### config.mk
export PLATFORM = sky130hd
export DESIGN_NAME = prio_encoder_rr
export DESIGN_NICKNAME = d
export VERILOG_FILES = /design/src/rtl/prio_encoder_rr.sv
export SDC_FILE = /design/constraint.sdc
export NUM_CORES = 1
export LEC_CHECK = 0
export CAP_MARGIN = 20
export CORE_UTILIZATION = 60
export CTS_BUF_LIST = sky130_fd_sc_hd__clkbuf_16
export DETAILED_ROUTE_END_ITERATION = 16
export MAX_ROUTING_LAYER = met4
export PLACE_DENSITY_LB_ADDON = 0.05
export RECOVER_POWER = 25
export REMOVE_ABC_BUFFERS = 1
export SLEW_MARGIN = 10
export SYNTH_ARGS = -nofsm -noshare
export SYNTH_HDL_FRONTEND = slang
export SYNTH_SLANG_ARGS = --single-unit
### constraint.sdc
create_clock -name clk -period 9.9 [get_ports clk]
set_input_delay 1.98 -clock clk [delete_from_list [all_inputs] [get_ports clk]]
set_output_delay 1.98 -clock clk [all_outputs]
set_load 0.02 [all_outputs]
### src/rtl/prio_encoder_rr.sv
// Registered priority encoder with selectable fixed-priority (highest index
// wins) or round-robin arbitration. Every output comes from a flop, so the
// result of a sample taken at one rising edge is visible after the next edge.
module prio_encoder_rr #(
  parameter int N = 8,
  parameter int W = $clog2(N)
) (
  input  logic         clk,
  input  logic         rst,
  input  logic         in_valid,
  input  logic         mode,
  input  logic [N-1:0] req,
  output logic         out_valid,
  output logic [W-1:0] out_idx,
  output logic [N-1:0] out_grant,
  output logic         out_any
);

  // Round-robin start pointer; always kept in 0..N-1, even for non-power-of-two N.
  logic [W-1:0] ptr;

  logic         any_req;
  logic [W-1:0] fix_idx;
  logic [W-1:0] rr_idx;
  logic         rr_found;
  logic [W-1:0] ptr_next;
  logic [W-1:0] win_idx;
  logic [N-1:0] win_grant;

  // Adds an offset to an index modulo N. The base is always below N and the
  // offset never exceeds N, so a single conditional subtract suffices.
  function automatic logic [W-1:0] wrap_add(input logic [W-1:0] base, input int off);
    int sum;
    sum = int'(base) + off;
    if (sum >= N) sum = sum - N;
    return W'(sum);
  endfunction

  assign any_req = |req;

  // Fixed priority: scan upward so the highest set bit is the last one written.
  always_comb begin
    // NOTE: every variable written in always_comb gets a default first, so no
    // path through the block leaves it unassigned and no latch is inferred.
    fix_idx = '0;
    for (int i = 0; i < N; i++) begin
      if (req[i]) fix_idx = W'(i);
    end
  end

  // Round-robin: visit ptr, ptr+1, ..., N-1, 0, ..., ptr-1; first set bit wins.
  always_comb begin
    rr_idx   = '0;
    rr_found = 1'b0;
    for (int i = 0; i < N; i++) begin
      if (!rr_found && req[wrap_add(ptr, i)]) begin
        rr_found = 1'b1;
        rr_idx   = wrap_add(ptr, i);
      end
    end
  end

  // Pointer moves to the slot just past the winner, wrapping N-1 back to 0.
  assign ptr_next = wrap_add(rr_idx, 1);

  // Select the winner for the active mode; an empty request encodes as zero.
  always_comb begin
    win_idx   = '0;
    win_grant = '0;
    if (any_req) begin
      win_idx   = mode ? rr_idx : fix_idx;
      win_grant = N'(1) << win_idx;
    end
  end

  // Output and pointer registers; reset wins over any coincident sample.
  always_ff @(posedge clk) begin
    // NOTE: state is updated with non-blocking assignments so every flop
    // samples pre-edge values, independent of statement order.
    if (rst) begin
      out_valid <= 1'b0;
      out_idx   <= '0;
      out_grant <= '0;
      out_any   <= 1'b0;
      ptr       <= '0;
    end else begin
      out_valid <= in_valid;
      if (in_valid) begin
        out_idx   <= win_idx;
        out_grant <= win_grant;
        out_any   <= any_req;
        // In fixed mode the pointer is left alone so round-robin resumes later.
        if (mode && any_req) ptr <= ptr_next;
      end
    end
  end

endmodule

==> flow_metrics.tcl <==
set metrics [dict create \
    fmax_mhz 208 \
    fin_tns_setup_ns 0 \
    syn-mean-instance-area_um2 9.45 \
    combPwrFrac 0.554 \
    clk_pin_slew_ns 0.05 \
    cts_buffer_depth 2 \
    path_class "in2reg" \
    place_hpwl_mm 3.35 \
    yosysSeqAreaShare 0.166 \
    end_kind "flop" \
    yosysTopAreaCell "dfxtp_1" \
    cts.repair.resized 0 \
    drc 0 \
    synth_edf_count 0 \
    relSlewSlack 0.324 \
    yosysMostFrequentCell "nor2_1" \
    drt_wl_total_mm 4.41 \
    grt_pass1_vias 1493 \
    maxCapViolCount 0 \
    worst_pin_slew_ns 1.01 \
    period_share 0.485 \
    utilization 0.703 \
    arrival_ns 4.93 \
    cts-root-buf "clkbuf_16" \
    io_pins 25 \
    track_usage 0.288 \
    crit_family "multiplexers" \
    diodes 0 \
    antenna_found_initial 0 \
    skew_ns 0.00248 \
    swShare 0.399 \
    finalNetCount 230 \
    timing.critical_path.to "out_grant[3]" \
    cts_setup_buffers 0 \
    ys_top_cells_by_count "nor2_1 (21), nand2_1 (17), dfxtp_1 (16)" \
    initial_utilization 0.631 \
    cpPeakStageDelay_ns 0.61 \
    cts_tree "yes" \
    syn_area_um2 1930 \
    drive_gt1_frac 0.195 \
    final_hold_viol_count 0 \
    p_sw_mw 0.144 \
    core_um2 3050 \
    num_vias 1700 \
    drt-pass1-iter-count 4 \
    via_per_inst 6.56 \
    detail_route.wl_per_cell_um 17.0 \
    critPathBufInv 1 \
    dp.cells 255 \
    setup_violations 0 \
    die_h_um 58.7 \
    clk_latency_ns 0.25 \
    gp_congestion 0.912 \
    yosysWarnings 0 \
    ctsHtreeMaxLevel 1 \
    synth.distinct_cells 67 \
    clkPwrFrac 0.219 \
    placementRows 20 \
    cpMaxStageDelayCell "mux4_2" \
    ys_top_cells_by_area "dfxtp_1 (17%), mux4_2 (9.4%), mux4_1 (8.2%)" \
    p_per_area_nw_per_um2 168 \
    grt_max_degree 22 \
    syn_inst 204 \
    ys.flop_type "dfxtp_1" \
    instances_no_fill 259 \
    worstReg2RegStart "ptr[0]" \
    synth.top_cell.area_share 0.166 \
    grt_pass1_wl_mm 7.40 \
    power_leakage_nw 0.760 \
    initialDrtViolationCount 102 \
    start_kind "input pin" \
    reg2reg_depth 10 \
    area_growth_pct 11.4 \
    dieArea_um2 3440 \
    path_cells "clkdlybuf4s50_1 > mux4_2 > mux2_4 > or2_1 > nor2_1 > a22oi_2 > a21oi_1 > nor4_1 > a32o_1" \
    cts_sinks 16 \
    slew_viol_final 0 \
    async_flop_share 0 \
    reg2reg_to "out_grant[3]" \
    cts-buffers-inserted 3 \
    regArea_um2 320 \
    io_buffers 24 \
    crit_start "req[5]" \
    min_period_ns 4.80 \
    internal_power_mw 0.216 \
    crit_fanout 13 \
    min_path_type "reg2reg" \
    overflow 0 \
    crit_cells 9 \
    postRouteAntennaNets 0 \
    seq_power_share 0.228 \
    status "finished, final reports clean" \
    num-fill-cells 235 \
    multi_input_area_um2 1410 \
    yosys_register_bits 16 \
    die_w_um 58.7 \
    r2r_setup_slack_ns 5.71 \
    required_ns 10.04 \
    ir_worst_vdd_mv 0.0919 \
    cts_hold_buf 0 \
    rsz0062_at_grt "no" \
]
==> cells in the final DEF, fill, tap and decap left out, types with 3 or more instances in the layout <==
| cell type | instances |
|---|---|
| a21oi_1 | 12 |
| a22oi_1 | 4 |
| clkbuf_16 | 3 |
| clkdlybuf4s50_1 | 17 |
| dfxtp_1 | 16 |
| dlygate4sd3_1 | 7 |
| inv_1 | 7 |
| mux2_2 | 8 |
| mux2i_1 | 8 |
| mux4_1 | 6 |
| mux4_2 | 8 |
| nand2_1 | 17 |
| nand2b_1 | 3 |
| nand3_1 | 6 |
| nor2_1 | 21 |
| nor3_1 | 5 |
| nor4_1 | 4 |
| o31ai_1 | 5 |
| xor2_1 | 4 |
==> layer usage <==
metal	track usage	routed length, um	up-vias	part of all wire
li1	-	-	811	-
met1	0.414	2000	814	0.45
met2	0.433	2040	71	0.46
met3	0.0571	344	4	0.078
met4	0.0408	30	0	0.0068
met5	-	0	-	0
==> power by group through the flow <==
stage          sequential [mW]  combinational (mW)  clock, mW
5_1_grt                 0.0832               0.216     0.0816
3_5_place_dp            0.0835               0.197          0
3_3_place_gp            0.0827               0.192          0
6_report                0.0820               0.199     0.0788
2_1_floorplan           0.0886               0.142          0
4_1_cts                 0.0822               0.198     0.0785
==> how the worst min path moves through the flow <==
stage                      start           end  slack [ns]  cells after the start
floorplan           out_grant[7]  out_grant[7]        0.52                      2
global placement    out_grant[2]  out_grant[2]        0.43                      2
detailed placement  out_grant[7]  out_grant[7]        0.44                      2
CTS                 out_grant[7]  out_grant[7]        0.45                      2
global route        out_grant[7]  out_grant[7]        0.47                      2
finish              out_grant[7]  out_grant[7]        0.44                      2
==> final cells by class <==
type	count	area share
clock buffer	3	0.0350
clock inverter	1	0.00175
inverter	9	0.0157
multi-input combinational	161	0.657
sequential	16	0.149
tap	44	0.0257
timing repair buffer	25	0.115
==> tightest hold or removal path, stage by stage (launching register included) <==
cell and delay, ns:
dfxtp_1 0.30, nand2_1 0.05, o21ai_1 0.05
==> metrics by stage <==
| step | total power, mW | hold WS (ns) | cell area [um^2] | worst slack [ns] |
|---|---|---|---|---|
| 2_1_floorplan | 0.231 | 0.523 | 1760 | 5.83 |
| 4_1_cts | 0.358 | 0.447 | 2150 | 5.14 |
| 3_5_place_dp | 0.280 | 0.440 | 2070 | 4.91 |
| 3_3_place_gp | 0.275 | 0.435 | 2070 | 4.90 |
| 5_1_grt | 0.381 | 0.472 | 2150 | 4.95 |
| 6_report | 0.360 | 0.441 | 2150 | 5.10 |
==> kinds of logic after synthesis <==
kind of cell,after synthesis,share of synthesized area
simple gates,69,0.182
compound gates,51,0.213
mux,33,0.292
buf+inv,27,0.102
flops,16,0.166
xor+xnor,6,0.0312
fa+ha+maj,2,0.0130
==> sequential cells by signal (all words and copies together) (netlist names) <==
register	cells
out_grant	8
out_idx	3
ptr	3
out_any	1
out_valid	1
(Power assumes the default switching activity.)
